===== config.mk =====
export PLATFORM = sky130hd
export DESIGN_NAME = lsu_ctrl
export DESIGN_NICKNAME = d
export VERILOG_FILES = /design/src/rtl/lsu_pkg.sv /design/src/rtl/lsu_lane.sv /design/src/rtl/lsu_ctrl.sv
export SDC_FILE = /design/constraint.sdc
export NUM_CORES = 1
export LEC_CHECK = 0
export BUFFER_PORTS_ARGS = -buffer_cell sky130_fd_sc_hd__buf_2
export CELL_PAD_IN_SITES_DETAIL_PLACEMENT = 0
export CELL_PAD_IN_SITES_GLOBAL_PLACEMENT = 2
export CORE_MARGIN = 1
export CORE_UTILIZATION = 28
export DETAILED_ROUTE_END_ITERATION = 6
export PLACE_DENSITY = 0.81
export SETUP_SLACK_MARGIN = 0.2
export SKIP_LAST_GASP = 1
export SLEW_MARGIN = 25
export SYNTH_ARGS = -nofsm -noshare
export SYNTH_HDL_FRONTEND = slang
export SYNTH_HIERARCHICAL = 1
export SYNTH_SLANG_ARGS = --single-unit
export TNS_END_PERCENT = 10

===== constraint.sdc =====
create_clock -name clk -period 2.1 [get_ports clk]
set_input_delay 0.105 -clock clk [delete_from_list [all_inputs] [get_ports clk]]
set_output_delay 0.105 -clock clk [all_outputs]
set_load 0.1 [all_outputs]

===== src/rtl/lsu_pkg.sv =====
// Shared constants for the load/store unit: FSM state codes, error codes,
// RV32 load/store funct3 encodings and the alignment check helper.
package lsu_pkg;

    localparam logic [1:0] S_IDLE = 2'd0;
    localparam logic [1:0] S_REQ  = 2'd1;
    localparam logic [1:0] S_WAIT = 2'd2;
    localparam logic [1:0] S_RESP = 2'd3;

    localparam logic [1:0] ERR_NONE    = 2'd0;
    localparam logic [1:0] ERR_LD_MIS  = 2'd1;
    localparam logic [1:0] ERR_ST_MIS  = 2'd2;
    localparam logic [1:0] ERR_TIMEOUT = 2'd3;

    localparam logic [2:0] F3_LB  = 3'b000;
    localparam logic [2:0] F3_LH  = 3'b001;
    localparam logic [2:0] F3_LW  = 3'b010;
    localparam logic [2:0] F3_LBU = 3'b100;
    localparam logic [2:0] F3_LHU = 3'b101;
    localparam logic [2:0] F3_SB  = 3'b000;
    localparam logic [2:0] F3_SH  = 3'b001;
    localparam logic [2:0] F3_SW  = 3'b010;

    // funct3[1:0] is the access size: 00 byte, 01 half, 1x word
    // (so 011/110/111 fall into the word case).
    function automatic logic misaligned(input logic [2:0] funct3, input logic [1:0] off);
        case (funct3[1:0])
            2'b00:   return 1'b0;
            2'b01:   return off[0];
            default: return off != 2'b00;
        endcase
    endfunction

endpackage


===== src/rtl/lsu_lane.sv =====
// Byte-lane steering: store strobes and data replication, load shift and
// sign/zero extension. Purely combinational.
module lsu_lane
    import lsu_pkg::*;
(
    input  logic [2:0]  funct3,
    input  logic [1:0]  off,
    input  logic [31:0] wdata,
    input  logic [31:0] rdata,
    output logic [3:0]  strb,
    output logic [31:0] wdata_rep,
    output logic [31:0] ldata
);

    logic [1:0]  eoff;
    logic [15:0] w;

    // Decode lanes by access size; halfwords only honour off[1] and words
    // ignore the offset, so unchecked misaligned accesses stay in-word.
    always_comb begin
        eoff      = 2'b00;
        strb      = 4'b1111;
        wdata_rep = wdata;
        ldata     = rdata;
        w         = 16'h0;
        case (funct3[1:0])
            2'b00: begin
                eoff      = off;
                strb      = 4'b0001 << eoff;
                wdata_rep = {4{wdata[7:0]}};
                w         = 16'(rdata >> {eoff, 3'b000});
                ldata     = funct3[2] ? {24'h0, w[7:0]} : {{24{w[7]}}, w[7:0]};
            end
            2'b01: begin
                eoff      = {off[1], 1'b0};
                strb      = 4'b0011 << eoff;
                wdata_rep = {2{wdata[15:0]}};
                w         = 16'(rdata >> {eoff, 3'b000});
                ldata     = funct3[2] ? {16'h0, w} : {{16{w[15]}}, w};
            end
            default: ;
        endcase
    end

endmodule


===== src/rtl/lsu_ctrl.sv =====
// Load/store unit controller: request capture, IDLE/REQ/WAIT/RESP FSM,
// memory port drive, load result capture and timeout abort.
// Optional: define LSU_MISALIGN_TRAP_EN to trap misaligned half/word
// accesses without touching memory.
module lsu_ctrl
    import lsu_pkg::*;
#(
    parameter int TIMEOUT_CYCLES = 255
) (
    input  logic        clk,
    input  logic        rst_n,
    input  logic        in_valid,
    output logic        in_ready,
    input  logic [31:0] in_addr,
    input  logic [31:0] in_wdata,
    input  logic [2:0]  in_funct3,
    input  logic        in_load,
    input  logic        in_store,
    output logic        mem_req,
    output logic        mem_we,
    output logic [31:0] mem_addr,
    output logic [31:0] mem_wdata,
    output logic [3:0]  mem_wstrb,
    input  logic        mem_gnt,
    input  logic        mem_rvalid,
    input  logic [31:0] mem_rdata,
    output logic        out_valid,
    input  logic        out_ready,
    output logic [31:0] out_rdata,
    output logic [1:0]  out_err
);

    localparam logic [15:0] TO_LAST = 16'(TIMEOUT_CYCLES - 1);

    logic [1:0]  state;
    logic [31:0] cap_addr;
    logic [31:0] cap_wdata;
    logic [2:0]  cap_f3;
    logic        cap_we;
    logic [31:0] result;
    logic [1:0]  err;
    logic [15:0] tcnt;
    logic        mis;
    logic [3:0]  strb;
    logic [31:0] wrep;
    logic [31:0] ldata;

`ifdef LSU_MISALIGN_TRAP_EN
    assign mis = (in_load | in_store) & misaligned(in_funct3, in_addr[1:0]);
`else
    assign mis = 1'b0;
`endif

    lsu_lane u_lane (
        .funct3    (cap_f3),
        .off       (cap_addr[1:0]),
        .wdata     (cap_wdata),
        .rdata     (mem_rdata),
        .strb      (strb),
        .wdata_rep (wrep),
        .ldata     (ldata)
    );

    // Every output is decoded from state or captured registers only.
    assign in_ready  = (state == S_IDLE);
    assign mem_req   = (state == S_REQ);
    assign mem_we    = mem_req & cap_we;
    assign mem_addr  = {cap_addr[31:2], 2'b00};
    assign mem_wdata = wrep;
    assign mem_wstrb = mem_we ? strb : 4'b0000;
    assign out_valid = (state == S_RESP);
    assign out_rdata = result;
    assign out_err   = err;

    // FSM, request capture, timeout counter and result capture.
    always_ff @(posedge clk or negedge rst_n) begin
        if (!rst_n) begin
            state     <= S_IDLE;
            cap_addr  <= 32'h0;
            cap_wdata <= 32'h0;
            cap_f3    <= 3'b000;
            cap_we    <= 1'b0;
            result    <= 32'h0;
            err       <= ERR_NONE;
            tcnt      <= 16'h0;
        end else begin
            case (state)
                S_IDLE: if (in_valid) begin
                    cap_addr  <= in_addr;
                    cap_wdata <= in_wdata;
                    cap_f3    <= in_funct3;
                    cap_we    <= in_store & ~in_load;
                    result    <= 32'h0;
                    tcnt      <= 16'h0;
                    if (mis) begin
                        err   <= in_load ? ERR_LD_MIS : ERR_ST_MIS;
                        state <= S_RESP;
                    end else begin
                        err   <= ERR_NONE;
                        state <= (in_load | in_store) ? S_REQ : S_RESP;
                    end
                end
                S_REQ: begin
                    tcnt <= tcnt + 16'd1;
                    if (mem_gnt) begin
                        state <= S_WAIT;
                    end else if (tcnt == TO_LAST) begin
                        err   <= ERR_TIMEOUT;
                        state <= S_RESP;
                    end
                end
                S_WAIT: begin
                    tcnt <= tcnt + 16'd1;
                    if (mem_rvalid) begin
                        result <= cap_we ? 32'h0 : ldata;
                        state  <= S_RESP;
                    end else if (tcnt == TO_LAST) begin
                        err   <= ERR_TIMEOUT;
                        state <= S_RESP;
                    end
                end
                default: if (out_ready) state <= S_IDLE;
            endcase
        end
    end

endmodule


==> reports/metrics.cfg <==
[worst_hold_path]
hold_path.class = primary input to flip-flop

[place]
dp_hpwl_mm = 13.11
dpl_cell_area_um2 = 8036
place.port_buffers = 210
dp_cells = 1087
place_congestion = 0.7742

[route]
routed_via_density = 4.614
wl_per_cell_um = 15.92
route.met2.wl_mm = 9.237
routed_wl_mm = 19.09
first_iter_violations = 265
top_layer = met4
drtPass1Iterations = 4
vias = 5532
wl_met3_um = 926
antenna_left = 0
drt-met1-wl_mm = 8.605
drc_errors = 0

[timing]
max_freq_mhz = 531.6
fin_skew_ns = 0.008656
timing.slew.headroom = 0.6430
drv_slew = 0
setup_viol = 0
period_needed_ns = 1.881
fin_crit_sh = 0.8958
finalHoldViolCount = 0
setup_tns_ns = 0
tightest_slew_ns = 0.5355
rsz0062_at_grt = yes

[yosys]
syn_inst = 629
yosysWarnings = 6
synth_ff_type = dfrtp_1
netlist_area_um2 = 6539
yosysSeqAreaShare = 0.4554
ys_types = 56
async_flop_share = 1.000
synth-edff-count = 0
ys_ff_latch = 119
yosys-top-cells-area = dfrtp_1 (46%), mux2_2 (14%), nand2_1 (5.3%), buf_4 (4.7%), nand3_1 (3.1%)
synth_largest_area_cell = dfrtp_1
synth_top_area_share = 0.4554
postSynthAreaPerCell_um2 = 10.40

[die]
dieHeight_um = 154.8
core-area_um2 = 22780
die_w_um = 154.8
std_cell_rows = 55
ios = 213
start_util = 0.2871
die_area_um2 = 23970

[worst_setup_path]
cp.arrival_ns = 2.22
worstSetupEndpointType = flip-flop
cp_max_fo = 8
startpoint_type = flip-flop
critPathRequiredTime_ns = 2.43
worstSetupPathType = flip-flop to flip-flop
r2r_setup_slack_ns = 0.22

[finish]
layout-drive-gt1-share = 0.4436
layout_commonest_cell = buf_2
final_cell_mix = buf_2 (188), dfrtp_1 (113), nand2_1 (91)
syn_to_final_growth_pct = 44.91
final_nets = 987
final_cells = 1199
fin_util = 0.4160
finalInstanceArea_um2 = 9475
num_antenna_cells = 0

[flow_run]
drv_cap = 0

[clock_tree]
worst_skew_pair.late_latency_ns = 0.41
clock-sinks = 119
cts_made_buffers = 17
cts_root_buf = clkbuf_16
clock_path_buffers = 2
cts_tree = built
htree_levels = 4
clk_pin_slew_ns = 0.05

[grt]
gr-total-overflow = 0
grt_pass1_wl_mm = 30.33
grt_pass1_vias = 5533
grt.total_usage = 0.1625
grt_start_max_net_pins = 67
antenna_found_initial = 0

[outcome]
outcome = finished clean

[sequential cells by signal, indices dropped and copies added, names as in the netlist]
signal     count
state          2
tcnt          16
cap_wdata     32
out_err        1
out_rdata     32
cap_f3         3
cap_we         1
cap_addr      32
[area by class of cell]
type / instances / area [um^2]
sequential: 119 / 2985
clock buffer: 21 / 450.4
tap: 313 / 391.6
fill: 2282 / 13300
clock inverter: 10 / 147.6
multi-input combinational: 417 / 3074
inverter: 10 / 37.54
timing repair buffer: 309 / 2389
[Yosys cell counts (5+ instances only)]
cell and count:
inv_1 10, buf_2 8, mux2_2 79, a221o_1 7, nand4_1 5, buf_4 41, mux2_4 7, buf_1 7
buf_6 8, clkbuf_1 19, a22oi_1 8, nand3_1 41, mux2i_1 16, nand2_1 92, a21oi_1 8, or3_1 5
ha_1 6, nor2_1 20, xnor2_1 5, o21ai_0 19, dfrtp_1 119, nor2b_1 21, o22ai_1 16
[worst max-delay path: stages (launching register included)]
cell and delay, ns:
dfrtp_1 0.41, inv_2 0.07, ha_4 0.18, nor2b_4 0.15, or3_4 0.37, or4_4 0.49, a21oi_2 0.13
[worst paths after layout]
kind                               start       endpoint  cells after the start
max in group asynchronous          rst_n        tcnt[1]                      3
setup reg to reg                state[0]       tcnt[15]                      6
setup / recovery                state[0]       tcnt[15]                      6
hold / removal                   in_load         cap_we                      3
hold reg to reg            out_rdata[27]  out_rdata[27]                      2
min in group asynchronous          rst_n    cap_addr[2]                      3
[through the flow]
| step | hold WS [ns] | setup slack [ns] |
|---|---|---|
| finish | 0.03769 | 0.2188 |
| global route | 0.07867 | 0.1453 |
| CTS | 0.02587 | 0.1091 |
| detailed placement | 0.1426 | 0.06604 |
| global placement | 0.1473 | 0.1106 |
| floorplan | -0.1906 | -0.1709 |
[timing repair]
action                     CTS  global route
resized for setup            4            15
setup endpoints to repair   29            54
setup buffers                2            10
hold buffers                69             0
pin swaps                    0             7
hold endpoints to repair   187             0
[per-layer routing]
metal  vias up  global-route usage
met1      2669              0.2060
met5         -                   0
met4         0             0.05563
met3        20             0.03811
li1       2673                   -
met2       170              0.2706
[kinds of logic (layout without fill, tap and decap cells)]
kind of cell | count (synthesis) | after routing | share of synthesized area
adders and majority gates | 6 | 6 | 0.01148
muxes | 102 | 102 | 0.1766
DFF | 119 | 119 | 0.4554
xor gates and xnor gates | 5 | 5 | 0.006697
other | 1 | 2 | 0.0005735
buffers and inverters | 94 | 350 | 0.08841
AOI/OAI and AO/OA | 83 | 83 | 0.09510
and+or+nand+nor | 219 | 219 | 0.1657
Power is left out: the tool's default activity adds up to more than one toggle a clock period on the data nets, which glitch-free logic cannot reach.
